### config.mk
export PLATFORM = sky130hd
export DESIGN_NAME = afifo_rd_burst_engine
export DESIGN_NICKNAME = d
export VERILOG_FILES = /design/src/rtl/afifo_rd_burst_engine.sv
export SDC_FILE = /design/constraint.sdc
export NUM_CORES = 1
export LEC_CHECK = 0
export BUFFER_PORTS_ARGS = -buffer_cell sky130_fd_sc_hd__buf_4
export CAP_MARGIN = 5
export CORE_ASPECT_RATIO = 1.5
export CORE_MARGIN = 10
export CORE_UTILIZATION = 62
export CTS_CLUSTER_SIZE = 28
export DETAILED_ROUTE_END_ITERATION = 8
export MAX_ROUTING_LAYER = met4
export PLACE_DENSITY = 0.94
export RECOVER_POWER = 50
export REMOVE_ABC_BUFFERS = 1
export SLEW_MARGIN = 10
export SYNTH_ARGS = -nofsm -noshare
export SYNTH_HDL_FRONTEND = slang
export SYNTH_SLANG_ARGS = --single-unit
### constraint.sdc
create_clock -name rclk -period 4.5 [get_ports rclk]
set_input_delay 0.9 -clock rclk [delete_from_list [all_inputs] [get_ports rclk]]
set_output_delay 0.9 -clock rclk [all_outputs]
set_load 0.02 [all_outputs]
### src/rtl/afifo_rd_burst_engine.sv
// Burst read engine for the read side of an async FIFO: runs N-beat read commands into a valid/ready consumer.
// Latency: first beat reaches dout RD_LATENCY+1 edges after accept; 1 beat/cycle sustained afterwards.
// Backpressure: rinc is issued only while buffered + in-flight beats leave room in the OUT_DEPTH output buffer.
//
// Ports:
//   rclk, rrst            read clock, synchronous active-high reset
//   cmd_valid/cmd_ready   command handshake; cmd_len (beats-1), cmd_mode (0 wait, 1 abort on empty),
//                         cmd_timeout (consecutive-stall limit, 0 disables)
//   rempty/rinc/rdata     FIFO read port
//   dout_valid/ready/data/last   output stream; last only on the final beat of a fully completed burst
//   done/done_status      completion pulse and status (00 ok, 01 aborted-empty, 10 timeout)
//   beats_done/stall_cnt  beats issued and empty-stall cycles of the last/current burst
module afifo_rd_burst_engine #(
    parameter int unsigned DATA_WIDTH  = 32,
    parameter int unsigned ADDR_WIDTH  = 8,
    parameter int unsigned LEN_WIDTH   = 8,
    parameter int unsigned RD_LATENCY  = 1,
    parameter int unsigned OUT_DEPTH   = 4,
    parameter int unsigned TO_WIDTH    = 16
) (
    input  logic                  rclk,
    input  logic                  rrst,
    input  logic                  cmd_valid,
    output logic                  cmd_ready,
    input  logic [LEN_WIDTH-1:0]  cmd_len,
    input  logic                  cmd_mode,
    input  logic [TO_WIDTH-1:0]   cmd_timeout,
    input  logic                  rempty,
    output logic                  rinc,
    input  logic [DATA_WIDTH-1:0] rdata,
    output logic                  dout_valid,
    input  logic                  dout_ready,
    output logic [DATA_WIDTH-1:0] dout_data,
    output logic                  dout_last,
    output logic                  done,
    output logic [1:0]            done_status,
    output logic [LEN_WIDTH:0]    beats_done,
    output logic [15:0]           stall_cnt
);

    // ADDR_WIDTH is informational only; it does not change the beat counter width.
    localparam int unsigned BEAT_W = LEN_WIDTH + 1 + 0 * ADDR_WIDTH;
    localparam int unsigned PL     = (RD_LATENCY == 0) ? 1 : RD_LATENCY;
    localparam int unsigned AW     = (OUT_DEPTH > 1) ? $clog2(OUT_DEPTH) : 1;
    localparam int unsigned CW     = $clog2(OUT_DEPTH + 1);

    typedef enum logic [1:0] {S_IDLE, S_RUN, S_DRAIN, S_DONE} state_t;

    state_t                r_state;
    state_t                w_state_nxt;
    logic [LEN_WIDTH-1:0]  r_len;
    logic                  r_mode;
    logic [TO_WIDTH-1:0]   r_timeout;
    logic [BEAT_W-1:0]     r_issued;
    logic [TO_WIDTH-1:0]   r_to_cnt;
    logic [15:0]           r_stall_cnt;
    logic [1:0]            r_status;

    logic [PL-1:0]         r_pipe_vld;
    logic [PL-1:0]         r_pipe_last;
    logic [DATA_WIDTH-1:0] r_mem      [0:(1<<AW)-1];
    logic                  r_mem_last [0:(1<<AW)-1];
    logic [AW-1:0]         r_wptr;
    logic [AW-1:0]         r_rptr;
    logic [CW-1:0]         r_count;

    logic [BEAT_W-1:0]     w_total;
    logic                  w_more;
    logic [CW-1:0]         w_in_flight;
    logic                  w_credit_ok;
    logic                  w_rinc;
    logic                  w_issue_last;
    logic                  w_stall;
    logic                  w_abort;
    logic                  w_timeout;
    logic                  w_accept;
    logic                  w_cap_vld;
    logic                  w_cap_last;
    logic                  w_pop;
    logic                  w_drained;
    logic                  w_fin;
    logic [1:0]            w_fin_status;

    assign w_total  = {1'b0, r_len} + BEAT_W'(1);
    assign w_more   = (r_issued < w_total);
    assign w_accept = (r_state == S_IDLE) && cmd_valid;

    always_comb begin
        w_in_flight = '0;
        for (int i = 0; i < PL; i++) begin
            w_in_flight = w_in_flight + CW'(r_pipe_vld[i]);
        end
    end

    // Reserve a buffer slot for every beat already requested but not yet captured.
    assign w_credit_ok  = ({1'b0, w_in_flight} + {1'b0, r_count}) < (CW+1)'(OUT_DEPTH);
    assign w_rinc       = (r_state == S_RUN) && !rempty && w_more && w_credit_ok && !rrst;
    assign w_issue_last = w_rinc && ((r_issued + BEAT_W'(1)) == w_total);
    assign rinc         = w_rinc;

    // Credit-blocked cycles are not stalls: only an empty FIFO with beats outstanding counts.
    assign w_stall   = (r_state == S_RUN) && rempty && w_more;
    assign w_abort   = w_stall && r_mode;
    assign w_timeout = w_stall && (r_timeout != '0) &&
                       (({1'b0, r_to_cnt} + (TO_WIDTH+1)'(1)) >= {1'b0, r_timeout});

    assign w_cap_vld  = (RD_LATENCY == 0) ? w_rinc       : r_pipe_vld[PL-1];
    assign w_cap_last = (RD_LATENCY == 0) ? w_issue_last : r_pipe_last[PL-1];
    assign w_pop      = dout_valid && dout_ready;
    assign w_drained  = (w_in_flight == '0) && (r_count == '0);

    always_comb begin
        w_state_nxt  = r_state;
        w_fin        = 1'b0;
        w_fin_status = 2'b00;
        case (r_state)
            S_IDLE:  if (cmd_valid) w_state_nxt = S_RUN;
            S_RUN: begin
                if (!w_more) begin
                    w_state_nxt  = S_DRAIN;
                    w_fin        = 1'b1;
                    w_fin_status = 2'b00;
                end else if (w_abort) begin
                    w_state_nxt  = S_DRAIN;
                    w_fin        = 1'b1;
                    w_fin_status = 2'b01;
                end else if (w_timeout) begin
                    w_state_nxt  = S_DRAIN;
                    w_fin        = 1'b1;
                    w_fin_status = 2'b10;
                end
            end
            S_DRAIN: if (w_drained) w_state_nxt = S_DONE;
            S_DONE:  w_state_nxt = S_IDLE;
            default: w_state_nxt = S_IDLE;
        endcase
    end

    always_ff @(posedge rclk) begin
        if (rrst) begin
            r_state     <= S_IDLE;
            r_len       <= '0;
            r_mode      <= 1'b0;
            r_timeout   <= '0;
            r_issued    <= '0;
            r_to_cnt    <= '0;
            r_stall_cnt <= '0;
            r_status    <= 2'b00;
        end else begin
            r_state <= w_state_nxt;
            if (w_accept) begin
                r_len       <= cmd_len;
                r_mode      <= cmd_mode;
                r_timeout   <= cmd_timeout;
                r_issued    <= '0;
                r_to_cnt    <= '0;
                r_stall_cnt <= '0;
                r_status    <= 2'b00;
            end else begin
                if (w_rinc) begin
                    r_issued <= r_issued + BEAT_W'(1);
                    r_to_cnt <= '0;
                end else if (w_stall) begin
                    if (r_to_cnt != '1)
                        r_to_cnt <= r_to_cnt + TO_WIDTH'(1);
                    if (r_stall_cnt != 16'hFFFF)
                        r_stall_cnt <= r_stall_cnt + 16'd1;
                end
                if (w_fin)
                    r_status <= w_fin_status;
            end
        end
    end

    // In-flight tracker and output buffer pointers; a reset drops everything in transit.
    always_ff @(posedge rclk) begin
        if (rrst) begin
            r_pipe_vld  <= '0;
            r_pipe_last <= '0;
            r_wptr      <= '0;
            r_rptr      <= '0;
            r_count     <= '0;
        end else begin
            if (RD_LATENCY > 0) begin
                r_pipe_vld[0]  <= w_rinc;
                r_pipe_last[0] <= w_issue_last;
                for (int i = 1; i < PL; i++) begin
                    r_pipe_vld[i]  <= r_pipe_vld[i-1];
                    r_pipe_last[i] <= r_pipe_last[i-1];
                end
            end
            if (w_cap_vld)
                r_wptr <= r_wptr + AW'(1);
            if (w_pop)
                r_rptr <= r_rptr + AW'(1);
            if (w_cap_vld && !w_pop)
                r_count <= r_count + CW'(1);
            else if (!w_cap_vld && w_pop)
                r_count <= r_count - CW'(1);
        end
    end

    always_ff @(posedge rclk) begin
        if (w_cap_vld) begin
            r_mem[r_wptr]      <= rdata;
            r_mem_last[r_wptr] <= w_cap_last;
        end
    end

    assign dout_valid  = (r_count != '0);
    assign dout_data   = r_mem[r_rptr];
    assign dout_last   = dout_valid && r_mem_last[r_rptr];
    assign cmd_ready   = (r_state == S_IDLE);
    assign done        = (r_state == S_DONE);
    assign done_status = r_status;
    assign beats_done  = r_issued;
    assign stall_cnt   = r_stall_cnt;

endmodule

# After elaboration in Yosys (flattened, before gate mapping)
# Memories as Yosys holds them, arrays and structs flattened. A register that Yosys moved wholly into a read port is not among the register bits.
# Index checks and enable logic that the tools add are counted.
dict set report op_classes {
  add_sub_neg 10
  magnitude_cmp 3
  mux 22
  n_reduce_logical 31
  bitwise 1
  n_eq_ne 9
}
# cell count
set op_table {}
lappend op_table {{16-bit by 1-bit adder with 16-bit output, second input constant} 2}
lappend op_table {{16-bit != test, second input constant} 2}
lappend op_table {{2-bit two-way mux} 13}
lappend op_table {{16-bit by 1-bit adder with 17-bit output, second input constant} 1}
lappend op_table {{17-bit by 16-bit greater-or-equal comparator with 1-bit output} 1}
lappend op_table {{1-bit logical AND} 16}
lappend op_table {{16-bit nonzero test} 1}
lappend op_table {{8-bit by 1-bit adder with 9-bit output, second input constant} 1}
lappend op_table {{9-bit by 1-bit adder with 9-bit output, second input constant} 1}
lappend op_table {{9-bit equality test} 1}
lappend op_table {{9-bit less-than comparator} 1}
lappend op_table {{2-bit case mux with 4 select lines} 1}
lappend op_table {{3-bit logical NOT} 2}
lappend op_table {{1-bit two-way mux} 6}
lappend op_table {{3-bit two-way mux} 2}
lappend op_table {{3-bit AND reduction} 2}
lappend op_table {{1-bit by 3-bit adder with 4-bit output} 1}
lappend op_table {{2-bit by 1-bit adder with 2-bit output, second input constant} 2}
lappend op_table {{2-bit equality test, second input constant} 2}
lappend op_table {{1-bit logical NOT} 4}
lappend op_table {{4-bit by 3-bit less-than comparator with 1-bit output, second input constant} 1}
lappend op_table {{2-bit != test, second input constant} 2}
lappend op_table {{4-bit != test, second input constant} 1}
lappend op_table {{3-bit by 1-bit adder with 3-bit output, second input constant} 1}
lappend op_table {{9 further kinds} 9}
dict set report word_totals {
  mem_bits_rw 132
  output_inout_bits 64
  register_bits 79
  in_bits 62
  word_cells 91
  mem_count 2
}
# name depth word_bits rd rd_clocked_by_memory_dff wr line
set memory_table {}
lappend memory_table {r_mem 4 32 1 1 1 61} ;# logic [DATA_WIDTH-1:0] r_mem [0:(1<<AW)-1];
lappend memory_table {r_mem_last 4 1 1 1 1 62} ;# logic r_mem_last [0:(1<<AW)-1];

# Longest topological paths before layout
# Gate-level depths: netlist of run 1.
dict set report logic_depth {
  depth_word 9
  ltp_mapped 14
  depth_no_buf 13
}

# Least setup slack after synthesis of run 1
# Ideal clock, no wire load.
dict set report synth_timing {
  kind {register -> output}
  from {reg r_len[0]}
  to {out rinc}
  path_buffers 1
  t_required_ns 3.600
  arrival_ns 2.464
  slack_ns 1.136
  stages_incl_launch_ff 12
  cell_sequence {dfxtp_1 ha_1 nand2_1 xnor2_1 inv_2 ha_1 o21a_1 o21ai_1 a211oi_1 nand3b_1 clkbuf_1 nor2_1}
}
dict set report synth_between {
  elab_chain_len 5
}
# element line
set synth_rtl {}
lappend synth_rtl {{start, declared} 51} ;# logic [LEN_WIDTH-1:0] r_len;
lappend synth_rtl {{start signal, assigned} 152} ;# r_len <= cmd_len;
lappend synth_rtl {{8-bit by 1-bit adder with 9-bit output} 84} ;# assign w_total = {1'b0, r_len} + BEAT_W'(1);
lappend synth_rtl {{9-bit less-than comparator} 85} ;# assign w_more = (r_issued < w_total);
lappend synth_rtl {{1-bit logical AND (3 in series)} 97} ;# assign w_rinc = (r_state == S_RUN) && !rempty && w_more && w_credit_ok && !rrst;
lappend synth_rtl {{end, declared} 29} ;# output logic rinc,
# No other way between the ends.

# Worst setup path after layout of run 1
# Ends and elaborated chain as after synthesis.

==> results.md, run 1 <==
- LEAKAGE: ~4.0 nW
- Initial core utilization: 0.627
- Pwr dens: around 480 nW/um^2
- H-tree Lvls: 1
- Critical path depth: 13
- CTS tree: done
- Hold Path End: r_timeout[6]$_SDFFE_PP0P_
- R2R setup slack: a little over 0.9 ns
- Violated checks: capacitance limit, slew limit
- WP data required: between 3 and 4 ns
- GRT Residual Overflow: 0
- Die area: 20,600 sq um
- Hold Path Class: reg2reg
- HP Start: r_timeout[6]$_SDFFE_PP0P_
- Most used cell, CP: buf_4
- Number of buffers created by CTS: 20
- Seq/Total Area, Yosys: 0.594
- Final worst path period share: 0.911
- Synth area leader: edfxtp_1
- Pwr Total: roughly 0.0053 W
- # port buffers: between 100 and 150
- Mux contribution to synthesized area: 0.0822
- RD Place Congestion: about 0.89
- Die X: roughly 120 um
- Layout area overhead: 18.0%
- Yosys warning count: 0
- Vias: around 6,200
- Worst EP arrival: 3.20 ns
- Number of synthesized flops with an enable pin: ~130
- Wire length on met2: roughly 12,000 um
- Cell count of the worst reg-to-reg path: 13
- CTS Hold Buffers Added: 0
- Routed wire length: about 21,000 um
- Post-CTS Repair Setup Buffers: 0
- DRC viols: 0
- Vias per Instance: 5.77
- Netlist cell types: 56
- CTS sink cnt: 213
- CP max stage delay: 0.42 ns
- Element type at the critical path end: primary output
- Commonest cells after routing, fill and taps aside: edfxtp_1, buf_4, nand2_1, dfxtp_1, nor2_1
- Largest family of logic cells by synthesized area: simple AND/OR/NAND/NOR gates
- Num rows: 55
- Worst Hold Depth: 2
- Most common cell after layout, fill and taps aside: edfxtp_1
- Final worst slack: approximately 0.4 ns
- Crit path buffers/inverters: 4
- Top FF cell, synth: edfxtp_1
- CTS max path bufs: 3
- R2r endpoint: r_state[0]$_SDFFE_PP0P_
- Worst setup path class: reg2out
- Fin crit period: roughly 4 ns
- Max-Cap Viols: 3
- Synth Area in Compound Gates: 0.0482
- Final hold vios: 0
- Wl on met1: approximately 7600 um
- Post-synthesis cell area: 9400 sq um
- Diode count: 0
- Delay-heaviest family, CP: buffers and inverters
- Post-synthesis simple-gate area fraction: 0.130
- DIE HEIGHT: around 170 um
- Core box area: 15,000 sq um
- Worst relative slew slack: -0.379
- Async S/R FF share, synth: 0
- CP cell instances: ha_1, nand2_1, xnor2_1, inv_2, ha_1, a211o_1, a21oi_2, a211oi_1, buf_4, nand3b_1, buf_4, nor2_1, buf_4
- Ranking of synthesized cells by area: edfxtp_1, dfxtp_1, mux4_2
- Worst Skew: 0.0118 ns
- Post-CTS Resized: 0
- Place WS: 0.943 ns
- Peak VDD IR: just under 0.0004 V
- RSZ-0062 raised after global routing: false
- CP Max Fanout: 11
- Slowest-stage cell, CP: dfxtp_1
- Gr usage total: 0.209
- Synthesized netlist cell count: 741
- Routed Antenna Nets: 0
- Sum Neg Setup Slack: 0 ns
- FF+latch count, synth: roughly 210
- Largest net degree at the start of global routing: 39
- # IOs: roughly 130
- Clock Latency Late Sink: 0.49 ns
- Status: complete, but fails checks
- Clock Tree Root: clkbuf_16
- Initial antenna violation count: 0
- Final-report setup violation count: 0
- XOR/XNOR share of the synthesized area: 0.0671
- DP HPWL: around 15,000 um
- Fmax: between 200 and 250 MHz
- Top Metal Used: met4
- Kind of start point of the critical path: flip-flop
- Adder-cell share of the synthesized area: 0.0527
- Metal3 WL: around 1300 um
- Worst-Margin Slew: between 2 and 2.5 ns
- Slew Limit Fails: roughly 110
- Clk slew on worst S/H paths: around 0.060 ns
- Yosys top cell area share: 0.422
- Number of global-route vias before repair: ~6,500
- DR pass1 iterations: 5
- Starting DRT DRC Count: roughly 410
- Share of layout cells above drive strength 1: 0.207
- Start of the worst register-to-register path: r_to_cnt[0]$_SDFFE_PP0P_
- First-pass GRT wire length: about 34,000 um
- WL/cell: around 19 um
- Mean Syn Cell Area: 12.7 sq um
- Nets: approximately 970
[tightest hold or removal path, stage by stage, from the launching register on]
cell,delay (ns)
dfxtp_1,0.32
nand2_1,0.06
a21oi_1,0.05
[metal layers]
metal / global-route usage / vias to the layer above
li1: - / 2926
met1: 0.229 / 3041
met2: 0.378 / 230
met3: 0.0363 / 42
met4: 0.0653 / 0
met5: - / -
[worst max path at each step]
stage / from / end / slack [ns]
final: r_len[0]$_SDFFE_PP0P_ / rinc / 0.40
after global routing: r_len[0]$_SDFFE_PP0P_ / rinc / 0.15
after floorplan: r_len[0]$_SDFFE_PP0P_ / r_to_cnt[2]$_SDFFE_PP0P_ / 1.18
after global placement: r_len[2]$_SDFFE_PP0P_ / rinc / 1.0
after CTS: r_len[0]$_SDFFE_PP0P_ / rinc / 0.41
after detailed placement: r_len[0]$_SDFFE_PP0P_ / rinc / 0.94
[cell usage after synthesis, types with 8 or more instances]
cell,instances
xor2_1,32
nor2_1,62
ha_1,38
and2_1,8
dfxtp_1,81
inv_1,27
mux4_2,33
nand2_1,86
nor4_2,8
a21oi_1,39
nand3_1,25
edfxtp_1,132
nor3_1,14
xnor2_1,40
clkbuf_1,20
[report_power, final]
| group | total (W) | switching, W | internal [W] |
|---|---|---|---|
| Combinational | 0.00129 | 0.000692 | 0.000598 |
| Sequential | 0.00232 | 0.000139 | 0.00218 |
| Clock | 0.00171 | 0.000700 | 0.00101 |
| Total | 0.00532 | 0.00153 | 0.00378 |
[area by class of cell]
| class | count | area [sq um] |
|---|---|---|
| Sequential cell | 213 | 5590 |
| Fill cell | 1015 | 3910 |
| Multi-Input combinational cell | 468 | 3580 |
| Timing Repair Buffer | 137 | 897 |
| Clock buffer | 26 | 564 |
| Tap cell | 199 | 249 |
| Clock inverter | 10 | 116 |
| Inverter | 28 | 105 |
[registers in the layout, indices dropped and copies added (netlist names), named ones only]
signal / flops
r_count: 3
r_mem_last: 4
r_pipe_vld: 1
r_rptr: 2
r_to_cnt: 16
r_timeout: 16
r_pipe_last: 1
r_mem: 128
r_mode: 1
r_state: 2
r_len: 8
r_wptr: 2
stall_cnt: 16
beats_done: 9
done_status: 2
[through the flow]
stage,cell area [sq um],utilization,std cells,hold WS (ns)
after floorplan,9270,-,709,0.438
after global placement,10500,0.703,1045,0.449
after detailed placement,10500,0.703,1045,0.464
after CTS,11200,0.748,1081,0.473
after global routing,11100,0.740,1081,0.505
final,11100,0.740,1081,0.473
[logic make-up (layout without fill, tap and decap cells)]
logic type | after synthesis | in the layout
AND/OR/NAND/NOR | 249 | 249
flip-flops | 213 | 213
AO/OA/AOI/OAI | 72 | 72
multiplexers | 36 | 36
buffers and inverters | 60 | 201
adder cells (fa/ha/maj) | 39 | 39
XOR/XNOR | 72 | 72
Power figures use the tool's default switching activity.
==> run 2: changes to the inputs <==
==> constraint.sdc (replaced) <==
create_clock -name rclk -period 4.77 [get_ports rclk]
set_input_delay 0.954 -clock rclk [delete_from_list [all_inputs] [get_ports rclk]]
set_output_delay 0.954 -clock rclk [all_outputs]
set_load 0.02 [all_outputs]
==> run 2 against run 1 <==
  * Cell area rose by 0.37%
  * Global-route usage rose by 0.73 points
  * Combinational power fell by 5%
  * Critical path type unchanged
  * Wire length rose by 3.0%
  * Register-to-register slack improved by 0.18 ns
  * The run still ends with capacitance limit, slew limit left
  * Clock power barely moved
  * Highest routed layer unchanged
  * Critical path depth fell by 1
==> results.md, run 2 (synthesis results as in run 1) <==
- Vias: ~6,200
- Fmax: 237 MHz
- Slowest-stage cell, CP: a211oi_1
- Slew Limit Fails: roughly 110
- R2R setup slack: between 1 and 1.5 ns
- Crit path buffers/inverters: 3
- R2r endpoint: r_state[0]$_SDFFE_PP0P_
- Share of layout cells above drive strength 1: 0.204
- Number of global-route vias before repair: ~6,400
- Routed Antenna Nets: 0
- RD Place Congestion: between 0.9 and 1
- Worst EP arrival: 3.26 ns
- Worst-Margin Slew: 2.05 ns
- Worst Skew: around 0.015 ns
- Starting DRT DRC Count: ~430
- Placed Cells: 1,044
- CP max stage delay: between 0.4 and 0.5 ns
- CP Max Fanout: 11
- Clock Latency Late Sink: approximately 0.49 ns
- Clk slew on worst S/H paths: ~0.070 ns
- Commonest cells after routing, fill and taps aside: edfxtp_1, buf_4, nand2_1, dfxtp_1, nor2_1
- DRC viols: 0
- Die area: roughly 21,000 sq um
- CP cell instances: and4_1, nand2_1, xnor2_1, inv_2, ha_1, o21a_1, o21ai_1, a211oi_1, nand3b_1, buf_4, nor2_1, buf_4
- Worst setup path class: reg2out
- Nets: between 900 and 1,000
- Die X: about 120 um
- Cell count of the worst reg-to-reg path: 13
- DP HPWL: 14,400 um
- Max-Cap Viols: 3
- RSZ-0062 raised after global routing: false
- Pwr dens: ~460 nW/um^2
- Peak VDD IR: around 0.00036 V
- DR pass1 iterations: 5
- Gr usage total: 0.217
- Fin crit period: about 4.2 ns
- CTS tree: done
- WP data required: 3.82 ns
- Crit path from: r_len[4]$_SDFFE_PP0P_
- Final worst path period share: 0.883
- Number of buffers created by CTS: 20
- Core box area: 15,000 sq um
- Initial antenna violation count: 0
- Initial core utilization: 0.627
- Vias per Instance: 5.78
- Worst relative slew slack: -0.366
- CTS sink cnt: 213
- Most used cell, CP: buf_4
- Delay-heaviest family, CP: compound AO/OA/AOI/OAI gates
- Diode count: 0
- Element type at the critical path end: primary output
- Start of the worst register-to-register path: r_to_cnt[0]$_SDFFE_PP0P_
- CTS max path bufs: 3
- First-pass GRT wire length: between 30,000 and 40,000 um
- Fill cells: roughly 990
- LEAKAGE: a little under 4 nW
- Most common cell after layout, fill and taps aside: edfxtp_1
- Status: complete, but fails checks
- Sequential cell area: between 5000 and 6000 sq um
- Num rows: 55
- # IOs: ~130
- Kind of start point of the critical path: flip-flop
- Violated checks: capacitance limit, slew limit
- DIE HEIGHT: 171 um
- Place WS: 1.12 ns
- Routed wire length: between 20,000 and 25,000 um
- HP Start: r_timeout[5]$_SDFFE_PP0P_
- H-tree Lvls: 1
- Worst Hold Depth: 2
- Post-CTS Resized: 0
- Sum Neg Setup Slack: 0 ns
- Multi-input gate area: roughly 3600 sq um
- Clock Tree Root: clkbuf_16
- Layout area overhead: 18.5%
- Largest net degree at the start of global routing: 39
- Hold Path End: r_timeout[5]$_SDFFE_PP0P_
- Hold Path Class: reg2reg
- CTS Hold Buffers Added: 0
- Final worst slack: about 0.56 ns
- Non-Filler Instances: ~1,100
- GRT Residual Overflow: 0
- Final-report setup violation count: 0
- Reg with most FFs: r_mem
- Largest register FFs: between 100 and 150
- # port buffers: about 130
- Post-CTS Repair Setup Buffers: 0
- WL/cell: roughly 20 um
- Final hold vios: 0
run 2: cell type report:
| cell class | instances | share of cell area |
|---|---|---|
| timing repair buffer | 136 | 0.0799 |
| tap | 199 | 0.0224 |
| clock buffer | 23 | 0.0479 |
| clock inverter | 13 | 0.0176 |
| multi-input combinational | 468 | 0.321 |
| inverter | 28 | 0.00944 |
| sequential | 213 | 0.502 |
run 2: tightest hold or removal path: stages (launching register included):
cell and delay (ns):
dfxtp_1 0.32, nand2_1 0.06, a21oi_1 0.05
run 2: per-stage QoR:
step,power [W],utilization,hold slack [ns],cell area (sq um)
after global routing,0.00538,0.742,0.492,11100
after global placement,0.00342,0.703,0.458,10500
final,0.00516,0.742,0.475,11100
after detailed placement,0.00346,0.703,0.468,10500
after floorplan,0.00299,-,0.438,9270
after CTS,0.00522,0.751,0.477,11300
run 2: per-layer routing:
layer | routed length [um] | part of all wire | GRT usage | vias to the layer above
li1 | - | - | - | 2932
met1 | 7870 | 0.37 | 0.242 | 3050
met2 | 12000 | 0.56 | 0.394 | 218
met3 | 1160 | 0.054 | 0.0323 | 43
met4 | 506 | 0.023 | 0.0595 | 0
met5 | 0 | 0 | - | -
run 2: worst max-delay path by stage:
stage	cells after the start	to
after floorplan	9	rinc
after global placement	12	rinc
after detailed placement	12	rinc
after CTS	12	rinc
after global routing	12	rinc
final	12	rinc
run 2: where the power goes:
part           internal, W  leakage [nW]  switching, W
Sequential         0.00205          1.84      0.000139
Clock              0.00108         0.341      0.000661
Combinational     0.000564          1.77      0.000663
==> run 3: changes to the inputs <==
--- a/config.mk
+++ b/config.mk
@@ -5,6 +5,7 @@
 export SDC_FILE = /design/constraint.sdc
 export NUM_CORES = 1
 export LEC_CHECK = 0
+export ABC_AREA = 1
 export BUFFER_PORTS_ARGS = -buffer_cell sky130_fd_sc_hd__buf_4
 export CAP_MARGIN = 5
 export CORE_ASPECT_RATIO = 1.5
==> run 3 against run 2 <==
  * The run still ends with capacitance limit, slew limit left
  * Worst hold slack hardly changed
  * Die area increased by 0.10%
  * Power is 6.9% higher
  * First-iteration DRC count is 30% higher
  * Clock power is 5% lower
  * Cell area decreased by 0.54%
  * Worst setup slack better by 0.065 ns
  * Critical endpoint unchanged
  * Largest cell class unchanged
==> results.md, run 3 <==
- Routed wire length: around 22,000 um
- Most common cell after layout, fill and taps aside: nor2_1
- Post-synthesis cell area: between 9000 and 10,000 sq um
- R2R setup slack: ~1.6 ns
- Synthesized netlist cell count: between 900 and 1,000
- Die area: slightly above 20,000 sq um
- Post-CTS Repair Setup Buffers: 0
- Synth area leader: edfxtp_1
- Start of the worst register-to-register path: r_len[0]$_SDFFE_PP0P_
- Delay-heaviest family, CP: simple AND/OR/NAND/NOR gates
- Starting DRT DRC Count: 560
- Slew Limit Fails: 102
- CP max stage delay: around 0.37 ns
- Element type at the critical path end: primary output
- # port buffers: between 100 and 150
- DP HPWL: ~14,000 um
- Post-CTS Resized: 0
- Final hold vios: 0
- Sequential cell area: between 5000 and 6000 sq um
- CP cell instances: ha_1, nand3_1, nand3b_1, nor2_1, nand2_1, ha_1, a21oi_1, o21a_2, and3_4, nand4_4, nor2_4, buf_4
- RSZ-0062 raised after global routing: false
- Sum Neg Setup Slack: 0 ns
- Pwr Total: ~0.0055 W
- RD Place Congestion: 0.892
- Fmax: 241 MHz
- Die X: around 120 um
- Most frequent cell after synthesis: nor2_1
- Cell count of the worst reg-to-reg path: 14
- LEAKAGE: approximately 4.2 nW
- Initial core utilization: 0.628
- CTS sink cnt: roughly 210
- Yosys warning count: 0
- Diode count: 0
- Commonest cells in the netlist: nor2_1, edfxtp_1, o21ai_0
- Worst setup path class: reg2out
- Largest register FFs: around 130
- Worst Skew: 0.0177 ns
- Hold Path Class: reg2reg
- H-tree Lvls: 1
- Reg with most FFs: r_mem
- Clk slew on worst S/H paths: approximately 0.060 ns
- CTS Hold Buffers Added: 0
- Status: complete, but fails checks
- Gr usage total: 0.209
- # IOs: ~130
- GRT Residual Overflow: 0
- DIE HEIGHT: between 150 and 200 um
- Commonest cells after routing, fill and taps aside: nor2_1, edfxtp_1, o21ai_0, buf_4, nand2_1
- Slowest-stage cell, CP: dfxtp_1
- Final worst path period share: 0.869
- Worst EP arrival: 3.19 ns
- Critical path depth: 12
- Multi-input gate area: 3370 sq um
- Vias per Instance: 5.71
- Initial antenna violation count: 0
- First-pass GRT wire length: around 34,000 um
- Netlist cell types: 44
- Peak VDD IR: 0.000425 V
- Number of buffers created by CTS: 19
- Seq/Total Area, Yosys: 0.593
- DRC viols: 0
- HP Start: r_rptr[0]$_SDFFE_PP0P_
- Max-Cap Viols: 3
- CTS max path bufs: 3
- Ranking of synthesized cells by area: edfxtp_1, dfxtp_1, o21ai_0
- Clock Latency Late Sink: around 0.5 ns
- Num rows: 55
- Fin crit period: between 4 and 5 ns
- Worst relative slew slack: -0.344
- CP Max Fanout: 17
- Pwr dens: approximately 500 nW/um^2
- Share of layout cells above drive strength 1: 0.141
- WL/cell: roughly 17 um
- Crit path from: r_len[0]$_SDFFE_PP0P_
- CTS tree: done
- Layout area overhead: 17.7%
- Top FF cell, synth: edfxtp_1
- Number of global-route vias before repair: roughly 7,000
- Core box area: between 15,000 and 20,000 sq um
- Violated checks: capacitance limit, slew limit
- Most used cell, CP: ha_1
- Number of synthesized flops with an enable pin: approximately 130
- Final-report setup violation count: 0
- CP Capture Point: rinc
- R2r endpoint: r_to_cnt[5]$_SDFFE_PP0P_
- Routed Antenna Nets: 0
- WP data required: ~3.8 ns
- DR pass1 iterations: 5
- FF+latch count, synth: approximately 210
- Worst-Margin Slew: ~2 ns
- Yosys top cell area share: 0.421
- Nets: approximately 1,200
- Kind of start point of the critical path: flip-flop
- Mean Syn Cell Area: 10.1 sq um
- Fill cells: approximately 990
- Vias: between 7,000 and 8,000
- Crit path buffers/inverters: 1
- Clock Tree Root: clkbuf_16
- Largest net degree at the start of global routing: 67
- Async S/R FF share, synth: 0
run 3: worst min path at each step:
stage | endpoint | slack (ns) | cells after the start
floorplan | r_mode$_SDFFE_PP0P_ | 0.43 | 2
global placement | flip-flop | 0.45 | 1
detailed placement | done_status[0]$_SDFFE_PP0P_ | 0.47 | 2
CTS | flip-flop | 0.47 | 1
global route | r_mode$_SDFFE_PP0P_ | 0.50 | 2
finish | flip-flop | 0.48 | 1
run 3: kinds of logic (layout without fill, tap and decap cells):
logic type	Yosys count	after routing	synth area share
AO/OA/AOI/OAI	242	242	0.135
XOR/XNOR	30	30	0.0279
adder cells (fa/ha/maj)	39	39	0.0526
buffers and inverters	117	252	0.0489
flip-flops	213	213	0.593
AND/OR/NAND/NOR	295	295	0.142
run 3: worst register-to-register path: cells and delay by family (launching register included):
family / cells / cell delay (ns)
adders and majority gates: 2 / 0.51
AOI/OAI and AO/OA: 4 / 0.72
and+or+nand+nor: 6 / 0.94
DFF: 1 / 0.37
buffers and inverters: 2 / 0.46
run 3: routing by layer:
metal | GRT usage | up-vias | wire (um)
met5 | - | - | 0
met4 | 0.0816 | 0 | 577
met3 | 0.0359 | 48 | 1280
met2 | 0.384 | 277 | 11700
met1 | 0.215 | 3423 | 8060
li1 | - | 3498 | -
run 3: final cells by class:
cell class,count,area share
flip-flops and latches,213,0.504
multi-input cells,606,0.304
repair buffers,135,0.0796
clock buffers,22,0.0439
inverters,83,0.0283
well taps,199,0.0225
clock inverters,12,0.0173
run 3: report_power, final:
| part | internal [W] | switching, W |
|---|---|---|
| clock network | 0.00101 | 0.000639 |
| registers | 0.00210 | 0.000103 |
| logic | 0.000588 | 0.00108 |
| total | 0.00369 | 0.00182 |
run 3: stage by stage:
step                setup slack, ns  utilization  cells  instance area, sq um  hold WS (ns)
global placement               1.32        0.702   1236                 10500         0.455
finish                        0.624        0.738   1270                 11100         0.476
detailed placement             1.20        0.702   1236                 10500         0.465
global route                  0.424        0.738   1270                 11100         0.495
CTS                           0.642        0.747   1270                 11200         0.469
floorplan                      1.14            -    902                  9270         0.432
